## src/rtl/gamemachine_pkg.sv

```systemverilog
// Shared types and constants for the two-player digit-guessing game.
package gamemachine_pkg;

  typedef enum logic [1:0] {
    P1_ENTRY = 2'd0,
    P2_ENTRY = 2'd1,
    SCORE    = 2'd2,
    DONE     = 2'd3
  } gm_state_e;

  localparam int NUM_DIGITS = 4;
  localparam int SCORE_W    = 4;
  localparam int CNT_W      = $clog2(NUM_DIGITS);

  localparam logic [SCORE_W-1:0] EXACT_PTS = 4'd2;
  localparam logic [SCORE_W-1:0] NEAR_PTS  = 4'd1;
  localparam logic [SCORE_W-1:0] TOTAL_PTS = 4'd8;

endpackage

```

## src/rtl/gm_scorer.sv

```systemverilog
// Combinational per-position scorer: exact hit 2 points, digit present
// elsewhere in the secret 1 point, no one-to-one matching.
module gm_scorer
  import gamemachine_pkg::*;
#(
  parameter int DIGIT_W = 3
) (
  input  logic [NUM_DIGITS*DIGIT_W-1:0] secret_i,
  input  logic [NUM_DIGITS*DIGIT_W-1:0] guess_i,
  output logic [SCORE_W-1:0]            score2_o
);

  logic near;

  always_comb begin
    score2_o = '0;
    near     = 1'b0;
    for (int i = 0; i < NUM_DIGITS; i++) begin
      near = 1'b0;
      for (int j = 0; j < NUM_DIGITS; j++) begin
        if (guess_i[i*DIGIT_W +: DIGIT_W] ==
            secret_i[j*DIGIT_W +: DIGIT_W])
          near = 1'b1;
      end
      if (guess_i[i*DIGIT_W +: DIGIT_W] ==
          secret_i[i*DIGIT_W +: DIGIT_W])
        score2_o = score2_o + EXACT_PTS;
      else if (near)
        score2_o = score2_o + NEAR_PTS;
    end
  end

endmodule

```

## src/rtl/game_machine.sv

```systemverilog
// Game FSM, digit registers and registered score outputs.
// GAMEMACHINE_EDGE_DETECT_EN selects rising-edge strobe detection.
module game_machine
  import gamemachine_pkg::*;
#(
  parameter int DIGIT_W = 3
) (
  input  logic               clk,
  input  logic               rst,
  input  logic               enter1,
  input  logic               enter2,
  input  logic [DIGIT_W-1:0] dataIn,
  output logic [SCORE_W-1:0] score1,
  output logic [SCORE_W-1:0] score2
);

  gm_state_e state_q, state_d;
  logic [CNT_W-1:0] cnt_q, cnt_d;
  logic [NUM_DIGITS-1:0][DIGIT_W-1:0] secret_q;
  logic [NUM_DIGITS-1:0][DIGIT_W-1:0] guess_q;
  logic [SCORE_W-1:0] score1_q, score2_q;
  logic [SCORE_W-1:0] calc2;
  logic acc1, acc2;
  logic wr_sec, wr_gue, ld_score;

`ifdef GAMEMACHINE_EDGE_DETECT_EN
  logic e1_q, e2_q;

  always_ff @(posedge clk) begin
    if (rst) begin
      e1_q <= 1'b0;
      e2_q <= 1'b0;
    end else begin
      e1_q <= enter1;
      e2_q <= enter2;
    end
  end

  assign acc1 = enter1 & ~e1_q;
  assign acc2 = enter2 & ~e2_q;
`else
  assign acc1 = enter1;
  assign acc2 = enter2;
`endif

  localparam logic [CNT_W-1:0] LAST = CNT_W'(NUM_DIGITS - 1);

  always_comb begin
    state_d  = state_q;
    cnt_d    = cnt_q;
    wr_sec   = 1'b0;
    wr_gue   = 1'b0;
    ld_score = 1'b0;
    unique case (state_q)
      P1_ENTRY: if (acc1) begin
        wr_sec = 1'b1;
        cnt_d  = cnt_q + 1'b1;
        if (cnt_q == LAST)
          state_d = P2_ENTRY;
      end
      P2_ENTRY: if (acc2) begin
        wr_gue = 1'b1;
        cnt_d  = cnt_q + 1'b1;
        if (cnt_q == LAST)
          state_d = SCORE;
      end
      SCORE: begin
        ld_score = 1'b1;
        state_d  = DONE;
      end
      DONE: state_d = DONE;
      default: state_d = P1_ENTRY;
    endcase
  end

  always_ff @(posedge clk) begin
    if (rst) begin
      state_q  <= P1_ENTRY;
      cnt_q    <= '0;
      secret_q <= '0;
      guess_q  <= '0;
      score1_q <= '0;
      score2_q <= '0;
    end else begin
      state_q <= state_d;
      cnt_q   <= cnt_d;
      if (wr_sec)
        secret_q[cnt_q] <= dataIn;
      if (wr_gue)
        guess_q[cnt_q] <= dataIn;
      if (ld_score) begin
        score2_q <= calc2;
        score1_q <= TOTAL_PTS - calc2;
      end
    end
  end

  gm_scorer #(
    .DIGIT_W (DIGIT_W)
  ) u_scorer (
    .secret_i (secret_q),
    .guess_i  (guess_q),
    .score2_o (calc2)
  );

  assign score1 = score1_q;
  assign score2 = score2_q;

endmodule

```

## config.mk

```make
export PLATFORM = sky130hd
export DESIGN_NAME = game_machine
export DESIGN_NICKNAME = d
export VERILOG_FILES = /design/src/rtl/gamemachine_pkg.sv /design/src/rtl/gm_scorer.sv /design/src/rtl/game_machine.sv
export SDC_FILE = /design/constraint.sdc
export NUM_CORES = 1
export LEC_CHECK = 0
export CAP_MARGIN = 20
export CORE_ASPECT_RATIO = 1.75
export CORE_MARGIN = 2
export CORE_UTILIZATION = 30
export DETAILED_ROUTE_END_ITERATION = 7
export GPL_ROUTABILITY_DRIVEN = 0
export GPL_TIMING_DRIVEN = 0
export MAX_ROUTING_LAYER = met4
export SYNTH_ARGS = -nofsm -noshare
export SYNTH_HDL_FRONTEND = slang
export SYNTH_SLANG_ARGS = --single-unit
```

## constraint.sdc

```tcl
create_clock -name clk -period 4.6 [get_ports clk]
set_input_delay 1.15 -clock clk [delete_from_list [all_inputs] [get_ports clk]]
set_output_delay 1.15 -clock clk [all_outputs]
set_load 0.005 [all_outputs]
```

=== Word-level counts from Yosys, hierarchy flattened ===
Cells that the tools add are included.

* Register bits after elaboration: 36
* Bits of input ports: 7
* Output and inout port bits: 8

* $add $sub $neg: 8
* $lt $le $gt $ge: 2
* Equal/unequal tests: 24
* Mux-type cells: 41
* Reduce and logical (&&, ||, !) cells: 6

{| class="wikitable"
|+ Operator list
! operator !! count
|-
| == test 3 bit || 16
|-
| two-way mux 4 bit || 7
|-
| bitwise mux 12 bit || 2
|-
| two-way mux 1 bit || 22
|-
| adder 4 x 1 -> 4 bit (second input constant) || 3
|-
| adder 4 x 2 -> 4 bit (second input constant) || 3
|-
| two-way mux 2 bit || 6
|-
| != test 2 bit (second input constant) || 4
|-
| demux 3 bit (select 2 bit) || 1
|-
| == test 2 bit (second input constant) || 3
|-
| one-hot mux 2 bit (3 select lines) || 1
|-
| one-hot mux 2 bit (2 select lines) || 1
|-
| AND reduction 4 bit || 1
|-
| subtractor 4 bit (first input constant) || 1
|-
| less-than comparator 2 x 3 -> 1 bit (second input constant) || 1
|-
| two-way mux 3 bit || 1
|-
| AND reduction 3 bit || 1
|-
| adder 2 x 1 -> 2 bit (second input constant) || 1
|-
| == test 2 x 1 -> 1 bit (second input constant) || 1
|-
| greater-or-equal comparator 2 x 1 -> 1 bit (second input constant) || 1
|-
| zero test 2 bit || 1
|-
| nonzero test 2 bit || 1
|-
| OR reduction 2 bit || 1
|-
| logical AND 1 bit || 1
|}

=== Depth between registers and ports, before layout ===
Gate-level depths: netlist of the first run.

* Depth in word-level cells: 17
* Gate-level depth with buffers: 19
* Mapped depth without buffers: 17

=== Cells and area by module ===
A second synthesis of the first run with hierarchy kept.

* Cells, all modules: 286
* Area total of the unflattened synthesis: 2458.6 um2

{| class="wikitable"
|+ Modules (own cells, without submodules)
! module !! times used !! cells an instance !! area each (um2) !! seq. area each (um2)
|-
| game_machine || 1 || 151 || 1500.2 || 700.7
|-
| gm_scorer || 1 || 135 || 958.4 || 0.0
|}

=== Worst setup path before layout of the first run ===
Ideal clock, no wire load.

* Kind: register to register
* From: register secret_q[10] in the netlist's numbering
* To: register score1_q[2] (netlist: score1[2])
* Setup time: 0.070 ns
* Data arrival time: 3.388 ns
* Data required time: 4.530 ns
* Slack: 1.142 ns
* Stages on the path, launching flop included: 18
* Path buffers: 2
* Path through: dfxtp_1 buf_6 xnor2_1 o211ai_1 and3_4 o211a_1 or2_1 buf_6 ha_1 and3_1 or3_4 ha_1 and3_1 a211oi_4 ha_1 xnor2_1 nand2_1 a21oi_1

* Cells in the longest elaborated chain, start to end: 14
* Elaborated cells between the ends (all ways): 23

{| class="wikitable"
|+ Ends and longest elaborated chain
! element !! RTL line !! text
|-
| start, declared || game_machine.sv:19 || <nowiki>logic [NUM_DIGITS-1:0][DIGIT_W-1:0] secret_q;</nowiki>
|-
| start signal, assigned by index || game_machine.sv:88 || <nowiki>secret_q[cnt_q] <= dataIn;</nowiki>
|-
| == test 3 bit || gm_scorer.sv:21 || <nowiki>if (guess_i[i*DIGIT_W +: DIGIT_W] ==</nowiki>
|-
| two-way mux 1 bit || gm_scorer.sv:21 ||
|-
| two-way mux 1 bit || gm_scorer.sv:28 || <nowiki>else if (near)</nowiki>
|-
| two-way mux 4 bit || gm_scorer.sv:25 || <nowiki>if (guess_i[i*DIGIT_W +: DIGIT_W] ==</nowiki>
|-
| adder 4 x 1 -> 4 bit || gm_scorer.sv:29 || <nowiki>score2_o = score2_o + NEAR_PTS;</nowiki>
|-
| two-way mux 4 bit || gm_scorer.sv:28 ||
|-
| two-way mux 4 bit || gm_scorer.sv:25 ||
|-
| adder 4 x 1 -> 4 bit || gm_scorer.sv:29 ||
|-
| two-way mux 4 bit || gm_scorer.sv:28 ||
|-
| two-way mux 4 bit || gm_scorer.sv:25 ||
|-
| adder 4 x 1 -> 4 bit || gm_scorer.sv:29 ||
|-
| two-way mux 4 bit || gm_scorer.sv:28 ||
|-
| two-way mux 4 bit (*) || gm_scorer.sv:25 ||
|-
| subtractor 4 bit (*) || game_machine.sv:93 || <nowiki>score1_q <= TOTAL_PTS - calc2;</nowiki>
|-
| end signal, assigned || game_machine.sv:93 ||
|-
| end, declared || game_machine.sv:21 || <nowiki>logic [SCORE_W-1:0] score1_q, score2_q;</nowiki>
|}

Every way passes the cells marked *; elsewhere a longest branch is shown, timed or not.
A chain may end at the register's enable or synchronous reset.

=== Final worst setup path of the first run ===
* From: register secret_q[11] in the netlist's numbering
* To: register score1_q[3] (netlist: score1[3])

Same word-level chain as after synthesis.

==> summary.md, run 1 <==
| Metric | Value |
|---|---|
| Syn Area/Cell | 8.11 sq um |
| Final Critical Period | 3.84 ns |
| Ports | 15 |
| First-pass GRT wire length | 10100 um |
| Worst VDD drop | 0.000288 V |
| Gr ovfl total | 0 |
| Crit. Startpoint | secret_q[11] |
| Synth warnings | 0 |
| Hold Slack | 0.465 ns |
| Largest cells by area after synthesis | dfxtp_1 27%, xnor2_1 8.8%, xor2_1 6.8%, mux2i_1 4.6%, nor2_1 4.5% |
| Final setup viols | 0 |
| Worst EP arrival | 4.07 ns |
| Crit path cell chain | buf_6 > and2_1 > o211ai_1 > nand3_1 > a211oi_1 > nor2_1 > ha_1 > and3_1 > or3_4 > ha_1 > nand4_1 > nand2b_1 > o2111ai_1 > o221ai_1 > a311o_1 > o21ai_2 |
| Top Family by Delay on Critical Path | compound AO/OA/AOI/OAI gates |
| Post-CTS sizing | 0 |
| Routed len/inst | 13.4 um |
| Total GRT Usage | 14.4% |
| Antenna cells | 0 |
| WP buf/inv | 1 |
| Commonest cells post-synth | 35 x dfxtp_1, 31 x nor2_1, 26 x nand2_1, 26 x xnor2_1 |
| Asr flop ratio synth | 0% |
| Post-synthesis cell type count | 48 |
| Hold Crit Class | reg -> reg |
| Flops & latches, synth | 35 |
| CTS tree | built |
| Flop2flop setup slack | 0.76 ns |
| Launch point of the worst reg-to-reg path | secret_q[11] |
| Fmax | 0.260 GHz |
| Share of post-route cells with drive strength above 1 | 12.7% |
| Area delta synth->final | 16.1% |
| Slew HR | 59.2% |
| Vias/cell | 4.80 |
| TNS Setup | 0 ns |
| DR vias | 2174 |
| Required @ worst endpoint | 4.82 ns |
| DRT Wirelength | 6070 um |
| Fillcell total | 900 |
| 1st-pass router iterations | 4 |
| Synth Cell Area | 2590 sq um |
| Critical path class | reg -> reg |
| Crit path largest cell delay | 0.47 ns |
| Root Driver | clkbuf_16 |
| Seq/Total Area, Yosys | 27.0% |
| DR DRC count | 0 |
| Initial core utilization | 31.0% |
| Nets@finish | 353 |
| CTS buffer count | 5 |
| Final ANT Viol Nets | 0 |
| Critical Path End Type | flip-flop |
| Dpl hpwl | 4900 um |
| Hold Buf Count CTS | 0 |
| Die height | 127 um |
| Slew @ Worst Pin | 0.609 ns |
| Top-area cell type share of the netlist area | 27.0% |
| Vias in the first global route | 2082 |
| Hold Vio Cnt, Final | 0 |
| Reg area | 701 sq um |
| Fin crit share | 83.6% |
| Ys flop type | dfxtp_1 |
| Worst Path Max Fanout | 6 |
| Rows | 44 |
| Mapped Nets | 336 |
| Core area | 8370 sq um |
| Worst Skew | 0.00560 ns |
| Status | finished clean |
| Iteration-0 DRC Markers | 66 |
| Cell mode on critical path | ha_1 |
| P per Cell Area | 331 nW/um^2 |
| Die area | 9440 sq um |
| Count leader, synth | dfxtp_1 |
| Largest net degree at the start of global routing | 12 |
| Clock buffer depth | 2 |
| Post-CTS setup buffers | 0 |
| Syn Inst Count | 320 |
| Yosys top cell by area | dfxtp_1 |
| Slowest-stage cell, CP | a211oi_1 |
| Post-synth EDFFs | 0 |
| Die width | 74.3 um |
| Area taken by multi-input logic gates | 1610 sq um |
| Reg clk slew, reported paths | 0.06 ns |
| H-Tree Depth | 2 |
| Min-delay src | score1[1] |
| CTS sink count | 35 |
| Input/output buffers | 10 |
| Core Util, Final | 36.0% |
| Unrepaired setup endpoints after global routing | false |
| # Max-Cap Violations | 0 |
| Antenna violations before repair | 0 |
| Max-slew violation count | 0 |
| Leakage | 0.00122 uW |
| Type of origin of the critical path | flip-flop |
| Worst skew pair latency | 0.28 ns |
power by group:
group | total, uW | leakage [uW] | internal (uW) | switching [uW]
clock | 396 | 0.0000868 | 269 | 127
sequential | 313 | 0.000283 | 310 | 3.03
combinational | 290 | 0.000851 | 124 | 166
per-stage QoR:
stage / cells / worst slack (ns) / cell area (sq um) / total power [uW]
3_3_place_gp: 445 / 0.853 / 2840 / 605
3_5_place_dp: 445 / 0.782 / 2840 / 609
2_1_floorplan: 320 / 1.14 / 2590 / 550
5_1_grt: 453 / 0.444 / 3010 / 1060
6_report: 453 / 0.756 / 3010 / 998
4_1_cts: 453 / 0.767 / 3010 / 1010
worst min-delay path: cells and delay by family (launching register included):
| kind | cells | cell delay, ns |
|---|---|---|
| flops | 1 | 0.31 |
| compound gates | 1 | 0.05 |
| simple gates | 1 | 0.05 |
kinds of logic after synthesis:
kind of cell,after synthesis,synth area share (%)
and+or+nand+nor,110,20.6
AOI/OAI and AO/OA,56,15.3
buffers and inverters,50,10.8
xor gates and xnor gates,48,17.2
DFF,35,27.0
muxes,12,4.63
adders and majority gates,9,4.34
path summary, 6_finish.rpt:
path	endpoint	depth (start not counted)
hold reg to reg	score1[1]	2
hold / removal	score1[1]	2
setup / recovery	score1[3]	16
setup reg to reg	score1[3]	16
sequential cells by signal, summed over array words and instances, names as in the netlist:
signal	flops
cnt_q	2
secret_q	12
score2	3
score1	4
state_q	2
guess_q	12
cells in the final DEF (no fill, tap or decap), drive strengths merged, types with 2 or more instances in the layout:
master and count:
dfxtp 35, nor2 31, xnor2 28, nand2 26, buf 26, clkbuf 21
xor2 20, nand3 20, a21oi 20, mux2i 12, and2 11, clkdlybuf4s50 10
inv 9, ha 9, o211ai 6, nor3 5, a211oi 5, nand2b 4
a31oi 4, and3 4, o21ai 4, o211a 3, or3 2, nor4 2
nand4 2, a21boi 2, o2111ai 2, o221ai 2
final cells by class:
type / count / share of cell area [%]
timing repair buffer: 10 / 3.32
multi-input combinational: 235 / 53.5
buffer: 41 / 8.22
inverter: 9 / 1.12
sequential: 35 / 23.3
tap: 115 / 4.78
clock buffer: 6 / 4.61
clock inverter: 2 / 1.16
layer usage:
metal,routed length (um),share of wire [%],up-vias,GRT usage [%]
met1,2300,38,1027,13.8
met5,0,0,-,-
met2,3470,57,27,26.7
met3,82,1.4,15,1.89
met4,219,3.6,0,7.88
li1,-,-,1105,-
No activity file was read; power rests on OpenSTA's default activity.
==> inputs of run 2 (changes only) <==
==> constraint.sdc (replaced) <==
create_clock -name clk -period 3.8 [get_ports clk]
set_input_delay 0.95 -clock clk [delete_from_list [all_inputs] [get_ports clk]]
set_output_delay 0.95 -clock clk [all_outputs]
set_load 0.005 [all_outputs]
==> summary.md, run 2 (synthesis results as in run 1) <==
| Metric | Value |
|---|---|
| Status | finished clean |
| CTS buffer count | 5 (unchanged) |
| Most frequent cells in the layout | 35 x dfxtp_1, 31 x nor2_1, 26 x nand2_1 |
| 1st-pass router iterations | 4 (unchanged) |
| Worst setup margin | 0.153 ns (-0.603 ns) |
| Critical Path End Type | flip-flop |
| Hold Vio Cnt, Final | 0 (unchanged) |
| CTS sink count | 35 (unchanged) |
| CTS tree | built |
| Hold Crit Class | reg -> reg |
| Hold Slack | 0.464 ns (-0.000494 ns) |
| DR DRC count | 0 (unchanged) |
| Vias/cell | 4.85 (+1.0%) |
| Antenna violations before repair | 0 (unchanged) |
| Gr ovfl total | 0 (unchanged) |
| Required @ worst endpoint | 4.01 ns (-0.81 ns) |
| P per Cell Area | 404 nW/um^2 (+22%) |
| Slew @ Worst Pin | 0.607 ns (-0.00216 ns) |
| Area delta synth->final | 21.2% |
| Fillcell total | 901 (+0.11%) |
| Worst Path Max Fanout | 5 (-1) |
| Reg area | 701 sq um (unchanged) |
| Hold Buf Count CTS | 0 (unchanged) |
| Share of post-route cells with drive strength above 1 | 18.5% (+5.8 points) |
| Total GRT Usage | 14.4% (+0.032 points) |
| # Max-Cap Violations | 0 (unchanged) |
| Pre-CTS setup slack | -0.0185 ns (-0.800 ns) |
| Die height | 127 um (unchanged) |
| Final setup viols | 0 (unchanged) |
| Worst skew pair latency | 0.28 ns (about the same) |
| Iteration-0 DRC Markers | 51 (-23%) |
| DRT Wirelength | 6350 um (+4.6%) |
| Antenna cells | 0 (unchanged) |
| Nets@finish | 361 (+2.3%) |
| Clock buffer depth | 2 (unchanged) |
| Critical path class | reg -> reg |
| Die area | 9440 sq um (unchanged) |
| Die width | 74.3 um (unchanged) |
| Worst Skew | 0.00498 ns (-0.000616 ns) |
| H-Tree Depth | 2 (unchanged) |
| Root Driver | clkbuf_16 |
| Slew HR | 59.4% (+0.14 points) |
| Final ANT Viol Nets | 0 (unchanged) |
| Fin crit share | 96.0% (+12 points) |
| Vias in the first global route | 2088 (+0.29%) |
| Initial core utilization | 31.0% (unchanged) |
| Core area | 8370 sq um (unchanged) |
| Area taken by multi-input logic gates | 1680 sq um (+4.3%) |
| Input/output buffers | 10 (unchanged) |
| Largest net degree at the start of global routing | 12 (unchanged) |
| Max-slew violation count | 0 (unchanged) |
| Worst EP arrival | 3.86 ns (-0.21 ns) |
| Dpl hpwl | 4900 um (unchanged) |
| Leakage | 0.00127 uW (+3.9%) |
| Rows | 44 (unchanged) |
| Most common cell after layout, fill and taps aside | dfxtp_1 |
| Routed len/inst | 13.8 um (+2.8%) |
| DR vias | 2235 (+2.8%) |
| Reg clk slew, reported paths | 0.06 ns (about the same) |
| Ports | 15 (unchanged) |
| Final Critical Period | 3.65 ns (-0.197 ns) |
| Type of origin of the critical path | flip-flop |
| Worst VDD drop | 0.000340 V (+18%) |
| Fmax | 0.274 GHz (+5.4%) |
| First-pass GRT wire length | 10100 um (+0.27%) |
-- run 2: changes by cell type in the layout (fill, tap and decap cells not counted), moves of 2 or more --
cell      before  now
a211oi_1       4    2
a211oi_2       0    2
buf_4          2   11
xnor2_1       26   23
xnor2_2        1    4
-- run 2: power breakdown --
group	internal, uW	switching, uW	total, uW
Clock	326	154	479
Combinational	189	225	414
Sequential	375	3.74	379
Total	890	382	1270
-- run 2: critical path, stage by stage, from the launching register on --
cell and delay [ns]:
dfxtp_1 0.30, buf_2 0.19, xnor2_1 0.14, nand3_1 0.12, and3_4 0.17, o211a_1 0.23, or2_1 0.24, buf_6 0.14
ha_1 0.26, and3_1 0.15, or3_4 0.35, ha_1 0.29, and3_1 0.17, a211oi_4 0.25, ha_2 0.23, xnor2_1 0.13
nand2_1 0.09, a21oi_2 0.12
-- run 2: area by class of cell --
type | instances | area share, %
plain buffers | 41 | 7.96
clock buffers | 6 | 4.42
clock inverters | 2 | 1.11
inverters | 9 | 1.07
multi-input cells | 235 | 53.5
flip-flops and latches | 35 | 22.3
well taps | 115 | 4.57
repair buffers | 18 | 5.09
-- run 2: layer usage --
layer | global-route usage, % | routed length (um)
met2 | 26.8 | 3660
met4 | 7.88 | 246
met5 | - | 0
met1 | 13.8 | 2360
met3 | 1.89 | 74
-- run 2: what timing repair did --
item / 4_1_cts / 5_1_grt
gates cloned: 0 / 0
endpoints found under the setup margin: 2 / 4
setup buffers: 0 / 8
pin swaps: 0 / 11
resized for setup: 3 / 14
-- run 2: path summary, 6_finish.rpt --
kind | from | end | slack (ns) | cells past startpoint
max | secret_q[4] | score1[2] | 0.15 | 17
min | score1[1] | score1[1] | 0.46 | 2
max reg2reg | secret_q[4] | score1[2] | 0.15 | 17
min reg2reg | score1[1] | score1[1] | 0.46 | 2
-- run 2: through the flow --
step	total power (uW)	util (%)	std cells	instance area, sq um	TNS [ns]
after floorplan	666	-	320	2590	0
after global placement	733	33.9	445	2840	0
after detailed placement	737	33.9	445	2840	-0.0185
after CTS	1230	36.2	453	3030	0
after global routing	1340	37.6	461	3150	-0.0588
final	1270	37.6	461	3150	0
